[config.mk]
export PLATFORM = sky130hd
export DESIGN_NAME = usb_ep_buffer
export DESIGN_NICKNAME = d
export VERILOG_FILES = /design/src/rtl/usb_ep_buffer.sv
export SDC_FILE = /design/constraint.sdc
export NUM_CORES = 1
export LEC_CHECK = 0
export BUFFER_PORTS_ARGS = -buffer_cell sky130_fd_sc_hd__clkbuf_2
export CAP_MARGIN = 15
export CORE_ASPECT_RATIO = 1.5
export CORE_MARGIN = 4
export CORE_UTILIZATION = 55
export CTS_CLUSTER_SIZE = 28
export DETAILED_ROUTE_END_ITERATION = 10
export PLACE_DENSITY_LB_ADDON = 0.08
export REMOVE_ABC_BUFFERS = 1
export SKIP_LAST_GASP = 1
export SLEW_MARGIN = 10
export SYNTH_ARGS = -nofsm -noshare
export SYNTH_HDL_FRONTEND = slang
export SYNTH_SLANG_ARGS = --single-unit
[constraint.sdc]
create_clock -name clk -period 12.25 [get_ports clk]
set_clock_uncertainty 0.15 [all_clocks]
set_input_delay 3.675 -clock clk [delete_from_list [all_inputs] [get_ports clk]]
set_output_delay 3.675 -clock clk [all_outputs]
set_load 0.005 [all_outputs]
[src/rtl/usb_ep_buffer.sv]
`default_nettype none
// ============================================================================
//  Module      : usb_ep_buffer
//  Description : NUM_EP independent circular FIFOs sharing one write port,
//                one registered read port and a per-endpoint flush.
//                Optional sticky error flags compiled in with USB_EP_ERR_EN.
//  Revision    : 1.0 - initial release
// ============================================================================
module usb_ep_buffer #(
    parameter  int DATA_W = 8,
    parameter  int DEPTH  = 16,
    parameter  int NUM_EP = 4,
    localparam int EP_W   = (NUM_EP > 1) ? $clog2(NUM_EP) : 1,
    localparam int CNT_W  = $clog2(DEPTH) + 1
) (
    input  logic              clk,
    input  logic              rst,
    input  logic              wr_valid,
    input  logic [EP_W-1:0]   wr_ep,
    input  logic [DATA_W-1:0] wr_data,
    output logic              wr_ready,
    input  logic              rd_req,
    input  logic [EP_W-1:0]   rd_ep,
    output logic [DATA_W-1:0] rd_data,
    output logic              rd_valid,
    input  logic              flush,
    input  logic [EP_W-1:0]   flush_ep,
    output logic [NUM_EP-1:0] empty,
    output logic [NUM_EP-1:0] full,
    output logic [NUM_EP-1:0] err_ovf,
    output logic [NUM_EP-1:0] err_udf
);

    localparam int PTR_W = $clog2(DEPTH);
    localparam logic [CNT_W-1:0] c_full_cnt = CNT_W'(DEPTH);

    logic [NUM_EP-1:0]             w_wr_sel;
    logic [NUM_EP-1:0]             w_rd_sel;
    logic [NUM_EP-1:0]             w_fl_hit;
    logic [NUM_EP-1:0]             w_wr_acc;
    logic [NUM_EP-1:0]             w_rd_acc;
    logic [NUM_EP-1:0][DATA_W-1:0] w_ep_word;
    logic [DATA_W-1:0]             w_rd_word;

    // Index decode against each endpoint number; out-of-range indices match none.
    for (genvar n = 0; n < NUM_EP; n++) begin : g_ep
        logic [PTR_W-1:0]  r_wr_ptr;
        logic [PTR_W-1:0]  r_rd_ptr;
        logic [CNT_W-1:0]  r_count;
        logic [DATA_W-1:0] r_mem [DEPTH];

        assign w_wr_sel[n]  = (wr_ep == EP_W'(n));
        assign w_rd_sel[n]  = (rd_ep == EP_W'(n));
        assign w_fl_hit[n]  = flush && (flush_ep == EP_W'(n));
        assign empty[n]     = (r_count == '0);
        assign full[n]      = (r_count == c_full_cnt);
        assign w_wr_acc[n]  = wr_valid && w_wr_sel[n] && !full[n] && !w_fl_hit[n];
        assign w_rd_acc[n]  = rd_req && w_rd_sel[n] && !empty[n] && !w_fl_hit[n];
        assign w_ep_word[n] = r_mem[r_rd_ptr];

        // Storage is not reset; only the pointers define what is valid.
        always_ff @(posedge clk) begin
            if (w_wr_acc[n]) begin
                r_mem[r_wr_ptr] <= wr_data;
            end
        end

        always_ff @(posedge clk) begin
            if (rst || w_fl_hit[n]) begin
                r_wr_ptr <= '0;
                r_rd_ptr <= '0;
                r_count  <= '0;
            end else begin
                if (w_wr_acc[n]) begin
                    r_wr_ptr <= r_wr_ptr + PTR_W'(1);
                end
                if (w_rd_acc[n]) begin
                    r_rd_ptr <= r_rd_ptr + PTR_W'(1);
                end
                case ({w_wr_acc[n], w_rd_acc[n]})
                    2'b10:   r_count <= r_count + CNT_W'(1);
                    2'b01:   r_count <= r_count - CNT_W'(1);
                    default: r_count <= r_count;
                endcase
            end
        end
    end

    assign wr_ready = |(w_wr_sel & ~full);

    always_comb begin
        w_rd_word = '0;
        for (int n = 0; n < NUM_EP; n++) begin
            if (w_rd_acc[n]) begin
                w_rd_word = w_ep_word[n];
            end
        end
    end

    always_ff @(posedge clk) begin
        if (rst) begin
            rd_valid <= 1'b0;
            rd_data  <= '0;
        end else begin
            rd_valid <= |w_rd_acc;
            if (|w_rd_acc) begin
                rd_data <= w_rd_word;
            end
        end
    end

`ifdef USB_EP_ERR_EN
    logic [NUM_EP-1:0] r_err_ovf;
    logic [NUM_EP-1:0] r_err_udf;

    // Flush of an endpoint wins over a same-cycle error event on it.
    always_ff @(posedge clk) begin
        if (rst) begin
            r_err_ovf <= '0;
            r_err_udf <= '0;
        end else begin
            for (int n = 0; n < NUM_EP; n++) begin
                if (w_fl_hit[n]) begin
                    r_err_ovf[n] <= 1'b0;
                    r_err_udf[n] <= 1'b0;
                end else begin
                    if (wr_valid && w_wr_sel[n] && full[n]) begin
                        r_err_ovf[n] <= 1'b1;
                    end
                    if (rd_req && w_rd_sel[n] && empty[n]) begin
                        r_err_udf[n] <= 1'b1;
                    end
                end
            end
        end
    end

    assign err_ovf = r_err_ovf;
    assign err_udf = r_err_udf;
`else
    assign err_ovf = '0;
    assign err_udf = '0;
`endif

endmodule
`default_nettype wire
==> flow_summary.json <==
{
  "run_status": "finished, final reports clean",
  "whs_endpoint": "g_ep[2].r_count[3]",
  "first_iter_violations": 862,
  "via_per_inst": 5.97,
  "end_kind": "output pin",
  "synth_edf_count": 512,
  "placementRows": 93,
  "synth_compound_area_frac": 0.0301,
  "cap_violations": 0,
  "dp_cells": 1877,
  "synth_mux_area_frac": 0.153,
  "ys_warn_count": 0,
  "r2r_start": "g_ep[3].r_count[3]",
  "whs_path_depth": 2,
  "cp.arrival_ns": 4.52,
  "rr_worst_depth": 11,
  "period_share": 0.681,
  "grt_max_degree": 65,
  "die_area_sq_mm": 0.0469,
  "peakVddDrop_v": 0.000128,
  "syn_area_sq_mm": 0.0239,
  "grt_first_pass_wirelength_um": 77000,
  "leakagePower_nw": 8.31,
  "post_drt_wl_per_cell_um": 25.5,
  "whs_ns": 0.335,
  "ctsResizeCount": 0,
  "syn_avg_cell_area_sq_um": 18.4,
  "synth-main-ff-cell": "edfxtp_1",
  "setup_violations": 0,
  "holdBufCountCts": 0,
  "synth-seq-area-share": 0.708,
  "synthArstFlopShare": 0,
  "final.setup.tns_ns": 0,
  "portBuffers": 36,
  "design.portCount": 45,
  "layout_min_cycle_time_ns": 8.34,
  "drcViolationCount": 0,
  "synth-adder-area-share": 0.0178,
  "die_w_um": 178,
  "cts.path.max_buffers": 3,
  "min_from": "g_ep[2].r_count[3]",
  "synthToLayoutAreaGrowth_pct": 10.4,
  "hp-class": "reg2reg",
  "power.total_mw": 3.88,
  "grt_use_total": 0.221,
  "cts_tree": "done",
  "start_util": 0.556,
  "clock_sinks": 589,
  "ys_seq_elements": 589,
  "power_density_mw_per_mm2": 147,
  "setup.worst_path.start_class": "input pin",
  "synthXorXnorAreaFrac": 0.0136,
  "fin_cells": 1973,
  "vias": 11800,
  "path_clk_slew_ns": 0.06,
  "numCtsBuffers": 52,
  "wl_um": 50400,
  "die_h_um": 263,
  "synth_top_family_by_area": "multiplexers",
  "gp_congestion": 0.803,
  "hold_viol": 0,
  "cp_max_fo": 9,
  "htree_num_levels": 2,
  "slew_violations": 0,
  "synth-simple-area-share": 0.0526,
  "postCtsSetupBuffers": 0,
  "crit_required_ns": 8.42,
  "crit_type": "in2out",
  "ctsRootBufferMaster": "clkbuf_16",
  "ff2ff_setup_slack_ns": 8.32,
  "drt.antenna.violating_nets": 0,
  "worstMarginPinSlew_ns": 0.997,
  "rsz0062_at_grt": "false",
  "grt_pass1_vias": 12300,
  "nNetsFinal": 1414,
  "fmax_mhz": 120,
  "dp_hpwl_um": 32200,
  "antenna_cells": 0,
  "antenna_found_initial": 0,
  "grt-ovfl-total": 0,
  "synth.distinct_cells": 60,
  "fillers": 3081,
  "clock_latency_ns": 0.57,
  "relSlewSlack": 0.333,
  "rr_endpoint": "g_ep[3].r_count[4]",
  "drt_pass1_iterations": 5,
  "synthCells": 1301,
  "core-area_sq_mm": 0.0429,
  "drive_gt1_frac": 0.239
}
-- flip-flops by register name, indices dropped and copies added, names as in the netlist, named ones only --
signal	count
rd_data	8
rd_valid	1
g_ep.r_rd_ptr	16
g_ep.r_mem	512
g_ep.r_wr_ptr	16
g_ep.r_count	20
-- per-layer routing --
layer,part of all wire,vias up,wire length (um),track usage
met4,0.021,0,1060,0.0517
met5,0,-,0,0
met2,0.53,267,26900,0.385
li1,-,5280,-,-
met1,0.40,6150,20300,0.298
met3,0.041,72,2090,0.0296
-- critical path, cell delays in order --
cell      delay [ns]
clkbuf_2        0.15
nor3_1          0.25
a21oi_1         0.07
mux2_2          0.26
clkbuf_2        0.11
-- cell usage in the layout, fill, tap and decap left out, types with 9 or more instances in the layout --
| cell | n |
|---|---|
| o22ai_1 | 13 |
| nand2_1 | 31 |
| edfxtp_1 | 512 |
| nor3_1 | 23 |
| mux4_2 | 145 |
| nor2_1 | 85 |
| or3_1 | 9 |
| and2_1 | 12 |
| clkinv_1 | 10 |
| clkbuf_2 | 36 |
| inv_1 | 28 |
| mux2i_1 | 34 |
| clkbuf_8 | 9 |
| a21oi_1 | 32 |
| xor2_1 | 29 |
| nand4_1 | 9 |
| dfxtp_1 | 76 |
| o21ai_0 | 16 |
| clkbuf_16 | 53 |
| buf_4 | 41 |
| ha_1 | 34 |
-- where the power goes --
group / total, mW / leakage [nW] / internal, mW / switching [mW]
Sequential: 2.19 / 5.23 / 2.18 / 0.00548
Combinational: 0.0916 / 2.28 / 0.0265 / 0.0651
Clock: 1.60 / 0.810 / 0.891 / 0.706
Total: 3.88 / 8.31 / 3.10 / 0.777
-- synth_stat cells, types with 8 or more instances --
master | number | area (sq um)
xor2_1 | 29 | 254
nand2b_1 | 8 | 50.1
clkbuf_1 | 24 | 90.1
a21oi_1 | 32 | 160
nor4_1 | 10 | 62.6
o21ai_0 | 16 | 80.1
mux2i_1 | 34 | 340
or3_1 | 9 | 56.3
mux4_2 | 145 | 3270
buf_6 | 11 | 124
nand4_1 | 9 | 56.3
and2_1 | 12 | 75.1
nor3_1 | 28 | 140
o22ai_1 | 13 | 81.3
buf_2 | 16 | 80.1
nand2_1 | 31 | 116
edfxtp_1 | 512 | 15400
o221ai_1 | 8 | 70.1
nor2_1 | 85 | 319
xnor2_1 | 8 | 70.1
buf_4 | 19 | 143
inv_1 | 28 | 105
ha_1 | 34 | 425
dfxtp_1 | 77 | 1540
-- through the flow --
stage	worst slack (ns)	util	cell area [sq um]
2_1_floorplan	4.28	-	23400
5_1_grt	3.83	0.614	26400
6_report	3.91	0.614	26400
3_5_place_dp	3.90	0.575	24700
3_3_place_gp	3.95	0.575	24700
4_1_cts	3.91	0.614	26400
-- worst max-delay path by stage --
stage / start / endpoint / slack [ns] / cells past startpoint
finish: wr_ep[0] / wr_ready / 3.91 / 5
global route: wr_ep[0] / wr_ready / 3.83 / 5
CTS: wr_ep[0] / wr_ready / 3.91 / 5
detailed placement: wr_ep[0] / wr_ready / 3.90 / 5
global placement: wr_ep[0] / wr_ready / 3.95 / 5
floorplan: wr_ep[0] / wr_ready / 4.28 / 3
-- cells by family after synthesis --
kind of cell	after synthesis
buf+inv	110
simple gates	241
flops	589
mux	183
other cells	1
xor+xnor	37
compound gates	106
fa+ha+maj	34
-- final cells by class --
class,count,area (sq um),area share
Sequential cell,589,16900,0.642
Multi-Input combinational cell,609,6440,0.244
Clock buffer,70,1480,0.0562
Tap cell,570,713,0.0271
Timing Repair Buffer,77,488,0.0185
Clock inverter,26,194,0.00736
Inverter,32,123,0.00465
Power figures use the tool's default switching activity.
